[src/rtl/udc_sched.sv]
// Two-requester up/down counter burst scheduler with round-robin arbitration.
// Optional build macro UDC_SAT_EN: counter saturates at 0 / 2^CW-1 instead of wrapping.
module udc_sched #(
    parameter int CW = 4
) (
    input  logic          clk,
    input  logic          rst,
    input  logic          req0,
    input  logic          req1,
    input  logic          ud0,
    input  logic          ud1,
    input  logic [3:0]    len0,
    input  logic [3:0]    len1,
    output logic          gnt0,
    output logic          gnt1,
    output logic          done0,
    output logic          done1,
    output logic          busy,
    output logic [CW-1:0] count
);

    typedef enum logic [1:0] {
        IDLE  = 2'd0,
        GRANT = 2'd1,
        RUN   = 2'd2,
        DONE  = 2'd3
    } state_t;

    state_t          state_reg, state_next;
    logic            owner_reg;
    logic            prio_reg;      // requester favoured on a tie
    logic            dir_q;
    logic [3:0]      rem_q;
    logic [CW-1:0]   count_reg;
    logic [CW-1:0]   count_next;
    logic            pick;
    logic [3:0]      len_sel;
    logic            ud_sel;
    logic [1:0]      gnt_vec;
    logic [1:0]      done_vec;

    // Arbitration: a lone requester wins; on a tie the favoured one wins.
    always_comb begin
        pick = 1'b0;
        if (req0 && req1) begin
            pick = prio_reg;
        end else if (req1) begin
            pick = 1'b1;
        end
    end

    assign len_sel = owner_reg ? len1 : len0;
    assign ud_sel  = owner_reg ? ud1  : ud0;

    always_comb begin
        count_next = count_reg;
        if (dir_q) begin
`ifdef UDC_SAT_EN
            if (count_reg != {CW{1'b1}}) begin
                count_next = count_reg + 1'b1;
            end
`else
            count_next = count_reg + 1'b1;
`endif
        end else begin
`ifdef UDC_SAT_EN
            if (count_reg != '0) begin
                count_next = count_reg - 1'b1;
            end
`else
            count_next = count_reg - 1'b1;
`endif
        end
    end

    always_comb begin
        state_next = state_reg;
        case (state_reg)
            IDLE: begin
                if (req0 || req1) begin
                    state_next = GRANT;
                end
            end
            GRANT: begin
                state_next = (len_sel != 4'd0) ? RUN : DONE;
            end
            RUN: begin
                // rem_q hits zero on this step
                if (rem_q == 4'd1) begin
                    state_next = DONE;
                end
            end
            DONE: begin
                state_next = IDLE;
            end
            default: begin
                state_next = IDLE;
            end
        endcase
    end

    always_ff @(posedge clk) begin
        if (rst) begin
            state_reg <= IDLE;
            owner_reg <= 1'b0;
            prio_reg  <= 1'b0;
            dir_q     <= 1'b0;
            rem_q     <= 4'd0;
            count_reg <= '0;
        end else begin
            state_reg <= state_next;
            case (state_reg)
                IDLE: begin
                    if (req0 || req1) begin
                        owner_reg <= pick;
                    end
                end
                GRANT: begin
                    dir_q    <= ud_sel;
                    rem_q    <= len_sel;
                    prio_reg <= ~owner_reg;
                end
                RUN: begin
                    count_reg <= count_next;
                    rem_q     <= rem_q - 4'd1;
                end
                default: begin
                end
            endcase
        end
    end

    generate
        for (genvar gi = 0; gi < 2; gi++) begin : g_req_out
            assign gnt_vec[gi]  = (state_reg == GRANT) && (owner_reg == 1'(gi));
            assign done_vec[gi] = (state_reg == DONE)  && (owner_reg == 1'(gi));
        end
    endgenerate

    assign gnt0  = gnt_vec[0];
    assign gnt1  = gnt_vec[1];
    assign done0 = done_vec[0];
    assign done1 = done_vec[1];
    assign busy  = (state_reg != IDLE);
    assign count = count_reg;

endmodule
[config.mk]
export PLATFORM = sky130hd
export DESIGN_NAME = udc_sched
export DESIGN_NICKNAME = d
export VERILOG_FILES = /design/src/rtl/udc_sched.sv
export SDC_FILE = /design/constraint.sdc
export NUM_CORES = 1
export LEC_CHECK = 0
export CAP_MARGIN = 20
export CORE_MARGIN = 5
export CORE_UTILIZATION = 23
export CTS_CLUSTER_DIAMETER = 80
export DETAILED_ROUTE_END_ITERATION = 10
export GPL_ROUTABILITY_DRIVEN = 0
export GPL_TIMING_DRIVEN = 1
export SLEW_MARGIN = 40
export SYNTH_ARGS = -nofsm -noshare
export SYNTH_HDL_FRONTEND = slang
export SYNTH_SLANG_ARGS = --single-unit
[constraint.sdc]
create_clock -name clk -period 2.1 [get_ports clk]
set_clock_uncertainty 0.05 [all_clocks]
set_input_delay 0.42 -clock clk [delete_from_list [all_inputs] [get_ports clk]]
set_output_delay 0.42 -clock clk [all_outputs]
set_load 0.005 [all_outputs]
==> key figures, run 1 <==
CTS
  • Clk sinks: 13
  • Hold buffer count at cts: 0
  • Worst-path clk slew: 0.06 ns
  • H-tree depth: 1
  • Postcts setup bufs: 0
  • # resized after CTS: 3
  • Clock root cell: clkbuf_8
  • CTS Buf Count: 3
  • TritonCTS clock tree: built
  • Worst skew pair latency: 0.25 ns
  • Max Buffers Root-to-Sink: 2

Route
  • Final ANT Viol Nets: 0
  • Post-DR vias/cell: 4.51
  • Wire length per cell: 12.3 um
  • WL final: 2.10 mm
  • 1st-pass router iterations: 4
  • # DRC: 0
  • Initial DRC Count: 12
  • DR vias: 771

Yosys
  • Mapped Nets: 121
  • Post-synth cell types: 32
  • YS warnings: 0
  • Post-synth top area cell: dfxtp_1
  • Synth area leaders: dfxtp_1, ha_1, mux2_2
  • Sequential share of the synthesized area: 29.5%
  • Share of the synthesized area in the top cell type: 29.5%
  • Ys async rst share: 0%
  • Syn Inst Count: 98
  • Synth Cell Area: 881 um^2
  • Post-synth EDFFs: 0
  • FF+latch count, synth: 13
  • Synth Flop Type: dfxtp_1
  • Syn avg cell area: 8.99 um^2

Critical path
  • Crit path DAT: 1.53 ns
  • Critical Path Source Type: flop
  • CP Buf/Inv Count: 2
  • Crit path max-delay family: buffers and inverters
  • Slowest CP cell: clkdlybuf4s50_1
  • Critical path endpoint category: output port
  • Critical Path RT: 1.63 ns
  • Worst-path maximum fanout: 6
  • Worst path cell trace: inv_1, ha_4, and2_2, clkdlybuf4s50_1
  • Worst path max stage delay: 0.50 ns
  • Critical path class: reg2out

Global routing
  • Antenna violations before repair: 0
  • First-pass GRT wire length: 3.75 mm
  • GR Overflow Total: 0
  • Largest net degree at the start of global routing: 17
  • Number of global-route vias before repair: 862
  • Gr usage total: 9.22%

STA
  • Period utilisation layout: 95.3%
  • Max Slew Vio Count: 0
  • Post-route minimum period: 2.00 ns
  • Unrepaired setup endpoints after global routing: no
  • Setup violators final: 0
  • Fin. Hold Viols: 0
  • Total Neg Setup Slack: 0 ns
  • FMAX: 499 MHz
  • Slew HR: 60.3%
  • Slew @ Worst Pin: 0.595 ns

Die
  • # IOs: 23
  • Die width: 71.9 um
  • Starting density of the core: 23.9%
  • Core Region: 0.00369 mm^2
  • # rows: 22
  • Die area: 0.00517 mm^2
  • Die Y: 71.9 um

Power
  • Lkg Pwr: 0.480 nW
  • VDD IR-drop max: 0.527 mV
  • P per Cell Area: 1250 mW/mm^2
  • PnR Total Power: 0.00153 W

Job
  • Number of max-cap violations: 0

Layout
  • Ant diodes: 0
  • Fraction of layout instances using a drive strength above 1: 18.7%
  • Fill count: 408
  • Syn-to-layout area delta: 39.1%
  • Nets: 147

Run status
  • Status: completed

Min path
  • Hold crit path type: reg2reg

Placed design
  • Detailed Place HPWL: 1.62 mm
  • I/O Buffers: 22
==> synthesized netlist by cell type (all sizes together) (3+ instances only) <==
master	count
dfxtp	13
nor2	12
ha	8
inv	7
mux2	6
nand2	6
a21oi	4
mux2i	4
nor2b	4
nand2b	3
==> final timing paths <==
check	from	endpoint	slack (ns)	cells after the start
setup / recovery	state_reg[1]	gnt1	0.1	4
hold / removal	prio_reg	prio_reg	0.43	2
setup reg to reg	dir_q	count[3]	0.27	6
hold reg to reg	prio_reg	prio_reg	0.43	2
==> report_power, final <==
part,switching (W),leakage (nW),total (W),internal [W]
combinational,0.000378,0.349,0.000847,0.000469
clock,0.0000960,0.0228,0.000230,0.000134
sequential,0.000104,0.108,0.000449,0.000345
==> metal layers <==
metal	routed length [um]	share of wire (%)	global-route usage, %	up-vias
li1	-	-	-	387
met1	921	44	9.58	366
met2	1050	50	16.2	13
met3	75	3.6	2.38	5
met4	54	2.6	6.05	0
met5	0	0	0	-
==> cell usage in the layout (no fill, tap or decap), types with 2 or more instances in the layout <==
| cell type | count |
|---|---|
| mux2i_1 | 4 |
| nor2_1 | 12 |
| o211ai_1 | 2 |
| nand2_1 | 6 |
| o21ai_0 | 2 |
| inv_1 | 7 |
| nor2b_1 | 4 |
| mux2_4 | 2 |
| nand2b_1 | 3 |
| dfxtp_1 | 11 |
| a21o_1 | 2 |
| buf_4 | 3 |
| mux2_2 | 4 |
| a211oi_1 | 2 |
| xnor2_1 | 2 |
| a21oi_1 | 3 |
| clkbuf_8 | 3 |
| clkdlybuf4s50_1 | 22 |
| nor3_1 | 2 |
| ha_1 | 6 |
| and2b_2 | 2 |
| a22oi_1 | 2 |
| a221oi_1 | 2 |
| and2_2 | 2 |
==> per-stage QoR <==
step | util (%) | cells | hold slack [ns] | cell area, um^2 | worst slack, ns
after floorplan | - | 98 | 0.398 | 881 | 0.324
after global placement | 31.4 | 167 | 0.416 | 1160 | 0.222
after detailed placement | 31.4 | 167 | 0.417 | 1160 | 0.195
after CTS | 33.0 | 171 | 0.428 | 1220 | 0.00660
after global routing | 33.2 | 171 | 0.444 | 1220 | 0.0331
final | 33.2 | 171 | 0.426 | 1220 | 0.0978
==> layout make-up <==
type                            count  area, um^2  area share, %
Multi-Input combinational cell     74         586           47.8
Sequential cell                    13         265           21.7
Timing Repair Buffer               25         243           19.8
Tap cell                           48        60.1           4.90
Clock buffer                        4        45.0           3.68
Inverter                            7        26.3           2.15
==> worst min-delay path: cells and delay by family, from the launching register on <==
| kind | cells | cell delay [ns] |
|---|---|---|
| AND/OR/NAND/NOR | 2 | 0.13 |
| flip-flops | 1 | 0.30 |
==> logic make-up (layout without fill, tap and decap cells) <==
logic type      Yosys count  count (layout)  share of synthesized area, %
buf+inv                  11              36                          5.68
simple gates             35              35                          21.7
compound gates           18              18                          14.3
flops                    13              13                          29.5
fa+ha+maj                 9               9                          13.6
xor+xnor                  2               2                          1.99
mux                      10              10                          13.1
Power figures use the tool's default switching activity.
==> run 2: changes to the inputs <==
--- a/config.mk
+++ b/config.mk
@@ -9,6 +9,7 @@
 export CORE_MARGIN = 5
 export CORE_UTILIZATION = 23
 export CTS_CLUSTER_DIAMETER = 80
+export CTS_CLUSTER_SIZE = 40
 export DETAILED_ROUTE_END_ITERATION = 10
 export GPL_ROUTABILITY_DRIVEN = 0
 export GPL_TIMING_DRIVEN = 1
==> results of run 2 <==
Same layout as run 1: the final DEF is identical, and so are final timing and power.
==> run 3: changes to the inputs <==
--- a/config.mk
+++ b/config.mk
@@ -7,12 +7,12 @@
 export LEC_CHECK = 0
 export CAP_MARGIN = 20
 export CORE_MARGIN = 5
-export CORE_UTILIZATION = 23
+export CORE_UTILIZATION = 47
 export CTS_CLUSTER_DIAMETER = 80
 export CTS_CLUSTER_SIZE = 40
 export DETAILED_ROUTE_END_ITERATION = 10
 export GPL_ROUTABILITY_DRIVEN = 0
-export GPL_TIMING_DRIVEN = 1
+export PLACE_DENSITY = 0.78
 export SLEW_MARGIN = 40
 export SYNTH_ARGS = -nofsm -noshare
 export SYNTH_HDL_FRONTEND = slang
==> run 3 against run 2 <==
Count of clock-buffer cells in the layout shrank 1; sequential share of layout area grew 0.85 points; largest cell class unchanged; clock power shrank 31%; fmax shrank 1.6%; critical endpoint unchanged; via count shrank 1.7%; hold slack gained 0.017 ns; power shrank 4.1%; critical path depth is the same; critical path type unchanged.
==> key figures, run 3 (synthesized netlist as in run 1, its figures left out) <==
Global routing
  • GRT busiest layer: met2
  • Gr usage total: 15.6% (+6.4 points)
  • Largest net degree at the start of global routing: 17 (unchanged)
  • Met1 usage: 17.9% (+8.3 points)
  • Number of global-route vias before repair: 745 (-14%)
  • First-pass GRT wire length: 3.18 mm (-15%)
  • Grt met2 use: 27.6% (+11 points)
  • M3 GR Usage: 6.76% (+4.4 points)
  • GR Overflow Total: 0 (unchanged)
  • Antenna violations before repair: 0 (unchanged)

Critical path
  • R2R setup slack: 0.29 ns (+0.02 ns)
  • Worst path cell trace: inv_1, ha_4, and2_2, clkdlybuf4s50_1
  • CP Buf/Inv Count: 2 (unchanged)
  • Critical Path RT: 1.63 ns (about the same)
  • Crit path max-delay family: buffers and inverters
  • Critical Path Source Type: flop
  • Crit path DAT: 1.57 ns (+0.04 ns)
  • Slowest CP cell: clkdlybuf4s50_1
  • Critical path class: reg2out
  • Critical path endpoint category: output port
  • Worst-path maximum fanout: 6 (unchanged)
  • Worst path max stage delay: 0.49 ns (about the same)

CTS
  • Postcts setup bufs: 0 (unchanged)
  • Hold buffer count at cts: 0 (unchanged)
  • Max Buffers Root-to-Sink: 2 (unchanged)
  • Worst skew pair latency: 0.28 ns (+0.03 ns)
  • TritonCTS clock tree: built
  • CTS Buf Count: 3 (unchanged)
  • Worst-path clk slew: 0.08 ns (+0.02 ns)
  • H-tree depth: 1 (unchanged)
  • Clk sinks: 13 (unchanged)
  • Clock root cell: clkbuf_4

Power
  • VDD IR-drop max: 0.722 mV (+37%)
  • P per Cell Area: 1240 mW/mm^2 (-0.34%)
  • Lkg Pwr: 0.475 nW (-1.0%)

STA
  • Fin. Hold Viols: 0 (unchanged)
  • Period utilisation layout: 96.9% (+1.6 points)
  • Post-route minimum period: 2.04 ns (+0.0330 ns)
  • Setup ws final: 0.0648 ns (-0.0330 ns)
  • Slew HR: 60.6% (+0.29 points)
  • Max Slew Vio Count: 0 (unchanged)
  • Slew @ Worst Pin: 0.591 ns (-0.00436 ns)
  • Setup violators final: 0 (unchanged)
  • FMAX: 491 MHz (-1.6%)

Layout
  • Fill count: 143 (-65%)
  • Commonest non-fill, non-tap cell in the layout: clkdlybuf4s50_1
  • Fraction of layout instances using a drive strength above 1: 19.5% (+0.81 points)
  • Ant diodes: 0 (unchanged)
  • Most frequent cells in the layout: clkdlybuf4s50_1, nor2_1, dfxtp_1
  • Syn-to-layout area delta: 33.8%
  • Layout Cells excl Fill: 148 (-13%)
  • Nets: 147 (unchanged)

Route
  • WL final: 2.01 mm (-4.1%)
  • # DRC: 0 (unchanged)
  • DR vias: 758 (-1.7%)
  • Wire length per cell: 13.6 um (+11%)
  • Post-DR vias/cell: 5.12 (+14%)
  • Initial DRC Count: 11 (-1)
  • Final ANT Viol Nets: 0 (unchanged)
  • 1st-pass router iterations: 4 (unchanged)

Die
  • # rows: 15 (-32%)
  • # IOs: 23 (unchanged)
  • Die area: 0.00284 mm^2 (-45%)
  • Die Y: 53.3 um (-26%)
  • Die width: 53.3 um (-26%)
  • Starting density of the core: 50.5% (+27 points)
  • Core Region: 0.00175 mm^2 (-53%)

Min path
  • Hold crit path type: reg2reg

Placed design
  • I/O Buffers: 22 (unchanged)
  • Setup WS pre-CTS: 0.253 ns (+0.0577 ns)
  • Placed cells: 144 (-14%)
  • Detailed Place HPWL: 1.48 mm (-8.4%)

Job
  • Number of max-cap violations: 0 (unchanged)

Run status
  • Status: completed
==> run 3: through the flow <==
step / utilization, % / instance area [um^2] / hold WS, ns / total power [W] / setup TNS (ns)
after floorplan: - / 881 / 0.398 / 0.00100 / 0
after global placement: 64.8 / 1130 / 0.414 / 0.00123 / 0
after detailed placement: 64.8 / 1130 / 0.434 / 0.00126 / 0
after CTS: 66.6 / 1160 / 0.447 / 0.00144 / 0
after global routing: 67.5 / 1180 / 0.462 / 0.00160 / -0.00152
final: 67.5 / 1180 / 0.442 / 0.00146 / 0
==> run 3: cell type report <==
type / count / area (um^2) / share of cell area (%)
clock buffers: 3 / 22.5 / 1.91
clock inverters: 1 / 5.00 / 0.425
inverters: 7 / 26.3 / 2.23
multi-input cells: 74 / 586 / 49.7
flip-flops and latches: 13 / 265 / 22.5
well taps: 25 / 31.3 / 2.65
repair buffers: 25 / 243 / 20.6
==> run 3: timing repair <==
| item | in CTS | in global routing |
|---|---|---|
| pin swaps | 0 | 0 |
| gates resized for setup | 2 | 4 |
| hold endpoints to repair | 0 | 0 |
| endpoints found under the setup margin | 3 | 3 |
==> run 3: power breakdown <==
group	switching [W]	leakage [nW]	total (W)	internal [W]
clock	0.0000879	0.0177	0.000159	0.0000708
combinational	0.000387	0.349	0.000859	0.000472
sequential	0.000102	0.108	0.000447	0.000344
==> run 3: metal layers <==
metal / share of wire, % / routed length [um]
met2: 51 / 1030
met4: 0.70 / 14
met5: 0 / 0
met1: 43 / 855
met3: 5.5 / 110
==> run 3: path summary, 6_finish.rpt <==
check	start	endpoint	depth (start not counted)
worst max-delay path	state_reg[1]	gnt1	4
worst min-delay path	prio_reg	prio_reg	2
worst max register to register	dir_q	count[3]	6
worst min register to register	prio_reg	prio_reg	2
==> run 3: worst register-to-register path: stages, from the launching register on <==
cell     delay (ns)
dfxtp_1        0.35
inv_1          0.10
ha_1           0.30
a21o_1         0.18
a21oi_1        0.17
mux2i_1        0.21
mux2_2         0.34
